--- src/rtl/ram_port_arbiter_pkg.sv ---
// rtl/ram_port_arbiter_pkg.sv - shared FSM encoding and port indices for the RAM port arbiter
package ram_port_arbiter_pkg;

  typedef enum logic [1:0] {
    IDLE    = 2'd0,
    ISSUE   = 2'd1,
    CAPTURE = 2'd2,
    DONE    = 2'd3
  } state_t;

  localparam logic PORT_DATA  = 1'b0;
  localparam logic PORT_FETCH = 1'b1;

endpackage

--- src/rtl/ram_port_arbiter_rr_arbiter2.sv ---
// rtl/ram_port_arbiter_rr_arbiter2.sv - two-way round-robin winner select
module rr_arbiter2
  import ram_port_arbiter_pkg::*;
(
  input  logic [1:0] req,
  input  logic       last,
  output logic       valid,
  output logic       winner
);

  // On a tie the port that did not own the last transaction wins.
  always_comb begin
    valid  = |req;
    winner = PORT_DATA;
    if (req == 2'b11) begin
      winner = ~last;
    end else if (req[1]) begin
      winner = PORT_FETCH;
    end
  end

endmodule

--- src/rtl/ram_port_arbiter.sv ---
// rtl/ram_port_arbiter.sv - shares one single-port RAM between data-memory and fetch requesters
module ram_port_arbiter
  import ram_port_arbiter_pkg::*;
#(
  parameter int DATA_WIDTH = 16,
  parameter int ADDR_WIDTH = 20
) (
  input  logic                  clock,
  input  logic                  reset,
  input  logic                  p0_req,
  input  logic                  p0_we,
  input  logic [ADDR_WIDTH-1:0] p0_addr,
  input  logic [DATA_WIDTH-1:0] p0_wdata,
  output logic                  p0_done,
  output logic [DATA_WIDTH-1:0] p0_rdata,
  input  logic                  p1_req,
  input  logic                  p1_we,
  input  logic [ADDR_WIDTH-1:0] p1_addr,
  input  logic [DATA_WIDTH-1:0] p1_wdata,
  output logic                  p1_done,
  output logic [DATA_WIDTH-1:0] p1_rdata,
  output logic [ADDR_WIDTH-1:0] ram_address,
  output logic [DATA_WIDTH-1:0] ram_data,
  output logic                  ram_rden,
  output logic                  ram_wren,
  input  logic [DATA_WIDTH-1:0] ram_q,
  output logic                  busy,
  output logic                  grant
);

  state_t                state;
  logic                  win_valid;
  logic                  win;
  logic                  sel_we;
  logic [ADDR_WIDTH-1:0] sel_addr;
  logic [DATA_WIDTH-1:0] sel_wdata;

  rr_arbiter2 u_rr_arbiter2 (
    .req    ({p1_req, p0_req}),
    .last   (grant),
    .valid  (win_valid),
    .winner (win)
  );

  assign sel_we    = (win == PORT_FETCH) ? p1_we    : p0_we;
  assign sel_addr  = (win == PORT_FETCH) ? p1_addr  : p0_addr;
  assign sel_wdata = (win == PORT_FETCH) ? p1_wdata : p0_wdata;

  always_ff @(posedge clock or posedge reset) begin
    if (reset) begin
      state       <= IDLE;
      ram_rden    <= 1'b0;
      ram_wren    <= 1'b0;
      p0_done     <= 1'b0;
      p1_done     <= 1'b0;
      busy        <= 1'b0;
      ram_address <= '0;
      ram_data    <= '0;
      p0_rdata    <= '0;
      p1_rdata    <= '0;
      grant       <= PORT_FETCH;
    end else begin
      case (state)
        IDLE: begin
          if (win_valid) begin
            grant       <= win;
            ram_address <= sel_addr;
            ram_data    <= sel_wdata;
            ram_wren    <= sel_we;
            ram_rden    <= ~sel_we;
            busy        <= 1'b1;
            state       <= ISSUE;
          end
        end
        ISSUE: begin
          // Strobe lives for this cycle only; writes need no capture slot.
          ram_rden <= 1'b0;
          ram_wren <= 1'b0;
          if (ram_rden) begin
            state <= CAPTURE;
          end else begin
            state <= DONE;
            if (grant == PORT_FETCH) p1_done <= 1'b1;
            else                     p0_done <= 1'b1;
          end
        end
        CAPTURE: begin
          // ram_q is only sampled here, so a floating bus never reaches rdata.
          if (grant == PORT_FETCH) begin
            p1_rdata <= ram_q;
            p1_done  <= 1'b1;
          end else begin
            p0_rdata <= ram_q;
            p0_done  <= 1'b1;
          end
          state <= DONE;
        end
        DONE: begin
          p0_done <= 1'b0;
          p1_done <= 1'b0;
          busy    <= 1'b0;
          state   <= IDLE;
        end
        default: state <= IDLE;
      endcase
    end
  end

endmodule

--- config.mk ---
export PLATFORM = sky130hd
export DESIGN_NAME = ram_port_arbiter
export DESIGN_NICKNAME = d
export VERILOG_FILES = /design/src/rtl/ram_port_arbiter_pkg.sv /design/src/rtl/ram_port_arbiter_rr_arbiter2.sv /design/src/rtl/ram_port_arbiter.sv
export SDC_FILE = /design/constraint.sdc
export NUM_CORES = 1
export LEC_CHECK = 0
export BUFFER_PORTS_ARGS = -buffer_cell sky130_fd_sc_hd__buf_2
export CAP_MARGIN = 20
export CORE_ASPECT_RATIO = 2
export CORE_UTILIZATION = 45
export DETAILED_ROUTE_END_ITERATION = 16
export PLACE_DENSITY = 0.79
export SLEW_MARGIN = 15
export SYNTH_ARGS = -nofsm -noshare
export SYNTH_HDL_FRONTEND = slang
export SYNTH_SLANG_ARGS = --single-unit
--- constraint.sdc ---
create_clock -name clock -period 3.45 [get_ports clock]
set_clock_uncertainty 0.2 [all_clocks]
set_input_delay 0.69 -clock clock [delete_from_list [all_inputs] [get_ports clock]]
set_output_delay 0.69 -clock clock [all_outputs]
set_load 0.01 [all_outputs]
Word-level counts from Yosys, hierarchy flattened
Cells that the tools add are included.
{ "totals": {"reg_bits": 76, "latch_bits": 0, "ramBits": 0, "mem_bits_ro": 0, "input_bits": 94, "output_inout_bits": 74, "word_cells": 50, "memories": 0} }
{ "classes": {"n_addsub": 0, "n_mul": 0, "div_mod_pow": 0, "magnitude_cmp": 0, "n_eq_ne": 6, "n_shift": 0, "muxes": 20, "bitwise_logic": 2, "reduce_logical": 11} }
{ "ops": {"columns": ["operator", "count"], "rows": [
  ["20-bit two-way mux", 1],
  ["16-bit two-way mux", 1],
  ["2-bit AND reduction", 6],
  ["1-bit two-way mux", 11],
  ["2-bit one-hot mux with 4 select lines", 1],
  ["2-bit == test (second input constant)", 3],
  ["1-bit one-hot mux with 2 select lines", 3],
  ["1-bit one-hot mux with 3 select lines", 2],
  ["2-bit nonzero test", 2],
  ["3-bit nonzero test", 1],
  ["2-bit by 1-bit == test with 1-bit output (second input constant)", 1],
  ["2-bit logical NOT", 1],
  ["2-bit two-way mux", 1],
  ["2-bit by 1-bit inequality test with 1-bit output (second input constant)", 1],
  ["2-bit inequality test (second input constant)", 1],
  ["1-bit inverter", 2],
  ["2-bit OR reduction", 1]
]} }

Longest topological paths before layout
Gate-level depths: netlist of run 1.
{ "logic_depth": {"ltp_word": 6, "depth_mapped": 7, "depth_no_buf": 5} }

Modules after synthesis
A second synthesis of run 1 with hierarchy kept.
{ "hier_totals": {"hier_cells": 266, "hier_area_um2": 3261.9} }
{ "by_module_without_submodules": {"columns": ["mod", "instances", "cells_per_inst", "area_per_inst_um2", "seq_area_each_um2"], "rows": [
  ["ram_port_arbiter", 1, 264, 3248.1, 1903.1],
  ["rr_arbiter2", 1, 2, 13.8, 0.0]
]} }

Worst setup path before layout of run 1
No wires, ideal clock.
{ "synth_timing": {"kind": "input -> register", "start": "in p1_req", "end": "reg ram_data[10]", "setup_ps": 132, "arrival_ps": 1405, "required_ps": 3118, "setup_slack_ps": 1713, "stages": 5, "n_path_buf": 2, "cell_sequence": "a21bo_1 buf_6 buf_12 mux2i_1 o21ai_1"} }
{ "synth_between": {"elab_chain_len": 3, "word_cells_on_any_way": 6, "cone_classes": "1 x eq/ne; 3 x mux; 2 x reduce/logical"} }
{ "synth_rtl": {"columns": ["element", "line", "text"], "rows": [
  ["from (decl)", "ram_port_arbiter.sv:16", "input logic p1_req,"],
  ["2-bit == test / 1-bit two-way mux (equally long branches)", "ram_port_arbiter_rr_arbiter2.sv:15, ram_port_arbiter_rr_arbiter2.sv:17", null],
  ["1-bit two-way mux", "ram_port_arbiter_rr_arbiter2.sv:15", "if (req == 2'b11) begin"],
  ["16-bit two-way mux", "ram_port_arbiter.sv:47", "assign sel_wdata = (win == PORT_FETCH) ? p1_wdata : p0_wdata;"],
  ["to (signal assigned)", "ram_port_arbiter.sv:68", "ram_data <= sel_wdata;"],
  ["to (decl)", "ram_port_arbiter.sv:23", "output logic [DATA_WIDTH-1:0] ram_data,"]
]} }
Parallel ways exist; a longest one is shown, timed or not.
A chain may end at the register's enable or synchronous reset.

Final worst setup path of run 1
{ "layout_timing": {"start": "reg grant", "end": "reg ram_data[9]"} }
{ "layout_between": {"elab_chain_len": 3} }
{ "layout_rtl": {"columns": ["element", "line", "text"], "rows": [
  ["from (decl)", "ram_port_arbiter.sv:28", "output logic grant"],
  ["from (signal assigned)", "ram_port_arbiter.sv:66", "grant <= win;"],
  ["1-bit inverter (no source line)", null, null],
  ["1-bit two-way mux", "ram_port_arbiter_rr_arbiter2.sv:15", null],
  ["16-bit two-way mux", "ram_port_arbiter.sv:47", null]
]} }
Every way passes these cells.

==> impl_metrics.ini, run 1 <==
[status]
status = finished clean

[logic_synthesis]
synth_edf_count = 0
synth_area_um2 = 3300
synthSimpleGateAreaFrac_pct = 5.57
yosysSeqAreaShare_pct = 57.6
synthFlopType = dfrtp_1
synthDistinctLibCells = 27
synth_cells = 266
synth-compound-area-share_pct = 8.60
synth_seq_cells = 76
muxShareOfSynthArea_pct = 22.1
synth_top_family_by_area = multiplexers
synth_area_leaders = dfrtp_1 57%, mux2i_1 11%, mux2_2 11%, o21ai_1 4.7%, nand2_1 4.2%
syn-num-nets = 365
synth-async-reset-ratio_pct = 100
synth-xor-area-share_pct = 0
netlist.area_leader.share_pct = 56.8
synthAdderAreaFrac_pct = 1.89
synth_area_leader_cell = dfrtp_1
avgSynthCellArea_um2 = 12.4
yosysMostFrequentCell = dfrtp_1
synthTopCellsByCount = 75 x dfrtp_1, 37 x mux2i_1, 37 x nand2_1
ys_warn_count = 0

[die]
die_w_um = 62.6
io_pins = 168
num_rows = 43
die-area_um2 = 7710
fp.coreArea_um2 = 6990
initial_utilization_pct = 47.2
die_y_um = 123

[critical_path]
worstReg2RegStart = grant$_DFFE_PP1P_
worstPathBufferInverterCount = 1
cpPeakStageDelay_ps = 620
crit_path_cell_trace = a21bo_2, buf_12, mux2i_1, o21ai_1
arrival_ps = 2090
startpoint = grant$_DFFE_PP1P_
path_max_fanout = 22
cp.required_ps = 3430
path_delay_family = compound AO/OA/AOI/OAI gates
slowest_stage = a21bo_2
start_kind = register
end_kind = register
path_class = register to register

[routing]
dr_total_vias = 2671
dr.pass1.iters = 4
wire_per_inst_um = 14.1
ant_nets = 0
drt_wl_total_mm = 7.47
drtIter0Drc = 79
via_per_inst = 5.06
route.detailed.drc = 0

[pwr]
p_int_uw = 2800
pwr-share-clk_pct = 23.6
p_per_area_nw_per_um2 = 946
p_switching_uw = 1490
comb_power_share_pct = 39.5
leakage_uw = 0.00243
p_seq_share_pct = 36.9
p_sw_share_pct = 34.7
peakVddDrop_v = 0.000434

[worst_hold_path]
hold_class = input pin to async pin

[timing]
finalSetupViolCount = 0
max_freq_mhz = 475
period_needed_ps = 2110
slew-limit-headroom_pct = 42.5
worst_pin_slew_ps = 859
hold_viol = 0
fin_ws_ps = 1340
report.final.slew_viol_count = 0
fin_tns_setup_ps = 0
fin_crit_sh_pct = 61.0
rsz0062_at_grt = no

[grt]
antenna_found_initial = 0
track_usage_pct = 20.1
grt.overflow.total = 0
grt_pass1_vias = 2561
grt_max_degree = 48
grt_first_pass_wirelength_mm = 11.7

[clock_tree]
clock_path_buffers = 2
cts_tree = built
clock_latency_ps = 320
htree_levels = 3
cts_setup_buffers = 0
clk_pin_slew_ps = 60
clock_sinks = 76
cts_root_buffer = clkbuf_16
cts.repair.resized = 0
cts_buffers = 9
postCtsHoldBufs = 0

[run]
maxCapViolCount = 0

[placement]
gp_congestion = 0.773
dp_slack_ps = 1010
port_buffers = 167
dp_hpwl_mm = 5.63

[final_layout]
nNetsFinal = 532
nFillCells = 597
n_antenna_cell = 0
syn_to_final_growth_pct = 37.1
layout-drive-gt1-share_pct = 51.1
-- layer usage --
| layer | vias to the layer above | share of wire (%) | GRT usage, % |
|---|---|---|---|
| met1 | 1270 | 38 | 21.5 |
| met3 | 14 | 5.9 | 4.80 |
| met2 | 126 | 53 | 35.8 |
| li1 | 1261 | - | - |
| met4 | 0 | 2.4 | 11.2 |
| met5 | - | 0 | 0 |
-- layout make-up --
| type | instances | area, µm² | share of cell area, % |
|---|---|---|---|
| Sequential cell | 76 | 1900 | 42.0 |
| Multi-Input combinational cell | 171 | 1270 | 28.1 |
| Timing Repair Buffer | 170 | 896 | 19.8 |
| Clock buffer | 10 | 239 | 5.28 |
| Tap cell | 90 | 113 | 2.49 |
| Clock inverter | 6 | 87.6 | 1.93 |
| Inverter | 5 | 18.8 | 0.414 |
-- path summary, 6_finish.rpt --
kind / to / slack (ps) / depth (start not counted)
worst max-delay path: ram_data[9]$_DFFE_PP0P_ / 1340 / 4
worst min-delay path: ram_data[1]$_DFFE_PP0P_ / 240 / 2
worst max register to register: ram_data[9]$_DFFE_PP0P_ / 1340 / 4
worst min register to register: ram_address[15]$_DFFE_PP0P_ / 270 / 2
max in group asynchronous: grant$_DFFE_PP1P_ / 2080 / 3
min in group clock: ram_address[15]$_DFFE_PP0P_ / 270 / 2
-- worst reg2reg max path: stages, from the launching register on --
cell and delay (ps):
dfstp_2 590, a21bo_2 620, buf_12 260, mux2i_1 220, o21ai_1 70
-- state kept, by name (all words and copies together) (netlist names) --
register,flops
ram_address,20
p0_rdata,16
p1_rdata,16
ram_data,16
state,2
busy,1
grant,1
p0_done,1
p1_done,1
ram_rden,1
ram_wren,1
-- cells by family (layout without fill, tap and decap cells) --
family / after synthesis / in the layout
flip-flops: 76 / 76
multiplexers: 69 / 69
AO/OA/AOI/OAI: 53 / 53
AND/OR/NAND/NOR: 44 / 44
buffers and inverters: 19 / 191
adder cells (fa/ha/maj): 5 / 5
-- power groups by stage --
| stage | logic, µW | clock network, µW | registers [µW] |
|---|---|---|---|
| after floorplan | 858 | 0 | 1780 |
| after global placement | 1660 | 0 | 1570 |
| after detailed placement | 1710 | 0 | 1590 |
| after CTS | 1720 | 1030 | 1580 |
| after global routing | 1880 | 1060 | 1630 |
| final | 1690 | 1010 | 1580 |
-- stage by stage --
step / hold WS [ps] / area, µm² / total power, µW / cells / utilization, %
6_report: 243 / 4530 / 4280 / 528 / 64.8
4_1_cts: 268 / 4530 / 4330 / 528 / 64.8
2_1_floorplan: 311 / 3300 / 2640 / 266 / -
5_1_grt: 299 / 4530 / 4560 / 528 / 64.8
3_3_place_gp: 259 / 4200 / 3220 / 512 / 60.1
3_5_place_dp: 265 / 4200 / 3300 / 512 / 60.1
-- cells in the final DEF, fill, tap and decap left out, types with 2 or more instances in the layout --
master     count
o21ai_0       10
mux2_2        32
buf_12         3
nand2_2        2
bufinv_16      2
buf_2        167
dfrtp_1       75
o21ai_1       30
clkinv_4       2
ha_1           5
inv_1          4
clkinv_2       2
a21oi_1        6
clkbuf_16      9
nand2_1       37
mux2i_1       37
(Power assumes the default switching activity.)
==> run 2, diff against run 1 <==
==> constraint.sdc (replaced) <==
create_clock -name clock -period 2.1 [get_ports clock]
set_clock_uncertainty 0.2 [all_clocks]
set_input_delay 0.42 -clock clock [delete_from_list [all_inputs] [get_ports clock]]
set_output_delay 0.42 -clock clock [all_outputs]
set_load 0.01 [all_outputs]
==> run 2 against run 1 <==
Effect of this change:
- die area did not move
- sequential power increased by 65%
- largest cell class unchanged
- first-iteration DRC count increased by 52%
- final area is 0.30% higher
- power rose by 62%
==> impl_metrics.ini, run 2 (synthesis results as in run 1) <==
[clock_tree]
htree_levels = 3
cts_buffers = 9
clk_pin_slew_ps = 50
cts_tree = built
clock_sinks = 76
clock_latency_ps = 330
cts_setup_buffers = 0
cts_root_buffer = clkbuf_16
cts.repair.resized = 0
clock_path_buffers = 2

[routing]
drt_wl_total_mm = 7.48
drtIter0Drc = 120
ant_nets = 0
wire_per_inst_um = 14.1
via_per_inst = 4.89
dr.pass1.iters = 6
dr_total_vias = 2593
route.detailed.drc = 0

[grt]
grt.overflow.total = 0
grt_use_met2_pct = 37.4
busiest_layer = met2
track_usage_pct = 20.5
use_met3_pct = 3.97
grtUsageMet1_pct = 22.1
antenna_found_initial = 0
grt_pass1_vias = 2591
grt_first_pass_wirelength_mm = 12.0
grt_max_degree = 41

[pwr]
peakVddDrop_v = 0.000627
p_switching_uw = 2410
p_per_area_nw_per_um2 = 1520
pwr-share-clk_pct = 21.7
comb_power_share_pct = 40.8
p_seq_share_pct = 37.5
p_int_uw = 4510
leakage_uw = 0.00243
p_sw_share_pct = 34.8

[final_layout]
largest_reg_flops = 20
n_antenna_cell = 0
nFillCells = 568
layout-drive-gt1-share_pct = 50.9
nNetsFinal = 536
final_cell_mix = 167 x buf_2, 75 x dfrtp_1, 37 x mux2i_1, 37 x nand2_1, 32 x mux2_2
syn_to_final_growth_pct = 37.5
mostFrequentLayoutCell = buf_2
regMostFlops = ram_address

[critical_path]
cp.required_ps = 2170
path_class = register to register
arrival_ps = 1960
start_kind = register
end_kind = register
path_max_fanout = 6

[die]
die_y_um = 123
die_w_um = 62.6
die-area_um2 = 7710
num_rows = 43
fp.coreArea_um2 = 6990
initial_utilization_pct = 47.2
io_pins = 168

[timing]
finalSetupViolCount = 0
worst_pin_slew_ps = 570
fin_crit_sh_pct = 90.3
hold_ws_ps = 139
report.final.slew_viol_count = 0
max_freq_mhz = 527
period_needed_ps = 1900
fin_tns_setup_ps = 0
slew-limit-headroom_pct = 61.9
rsz0062_at_grt = no
hold_viol = 0

[placement]
port_buffers = 167
gp_congestion = 0.732
dp_hpwl_mm = 5.91

[run]
maxCapViolCount = 0

[status]
status = finished clean

[worst_hold_path]
hold_class = input pin to register
==> run 2: final timing paths <==
check	startpoint	slack, ps	cells past startpoint	end
min	ram_q[5]	140	2	p0_rdata[5]$_DFFE_PP0P_
max in group asynchronous	reset	660	4	ram_data[7]$_DFFE_PP0P_
max	state[0]$_DFFE_PP0P_	200	5	ram_rden$_DFFE_PP0P_
min in group asynchronous	reset	520	3	p0_rdata[8]$_DFFE_PP0P_
min reg2reg	ram_data[9]$_DFFE_PP0P_	280	2	ram_data[9]$_DFFE_PP0P_
max reg2reg	state[0]$_DFFE_PP0P_	200	5	ram_rden$_DFFE_PP0P_
==> run 2: worst max-delay path, cell delays in order, from the launching register on <==
cell and delay (ps):
dfrtp_1 420, inv_1 120, ha_1 300, or3b_1 450
o21ai_0 160, a22o_1 190
==> run 2: stage by stage <==
stage                     worst slack [ps]  total power (µW)  util [%]  area, µm²  cells
after floorplan                        394              4340         -       3310    266
after global placement                 293              5320      60.6       4240    515
after detailed placement               206              5470      60.6       4240    515
after CTS                              195              7010      65.0       4540    530
after global routing                   108              7400      65.0       4540    530
final                                  203              6930      65.0       4540    530
==> run 2: metal layers <==
layer / share of wire (%) / vias to the layer above
li1: - / 1265
met5: 0 / -
met2: 56 / 113
met1: 37 / 1201
met3: 4.7 / 14
met4: 2.2 / 0
==> run 2: final cells by class <==
cell class,count,area [µm²],share of cell area (%)
well taps,90,113,2.48
multi-input cells,171,1270,28.0
clock buffers,12,256,5.65
inverters,5,22.5,0.496
flip-flops and latches,76,1900,41.9
repair buffers,174,941,20.7
clock inverters,2,35.0,0.771
==> run 2: repair_timing <==
item	CTS	global route
endpoints found under the setup margin	0	0
endpoints found under the hold margin	20	0
hold buffers	1	0
==> run 2: power groups by stage <==
stage          Combinational, µW  Clock (µW)  Sequential (µW)
6_report                    2830        1500             2600
3_5_place_dp                2860           0             2620
2_1_floorplan               1410           0             2930
4_1_cts                     2870        1530             2600
5_1_grt                     3130        1590             2690
3_3_place_gp                2750           0             2580
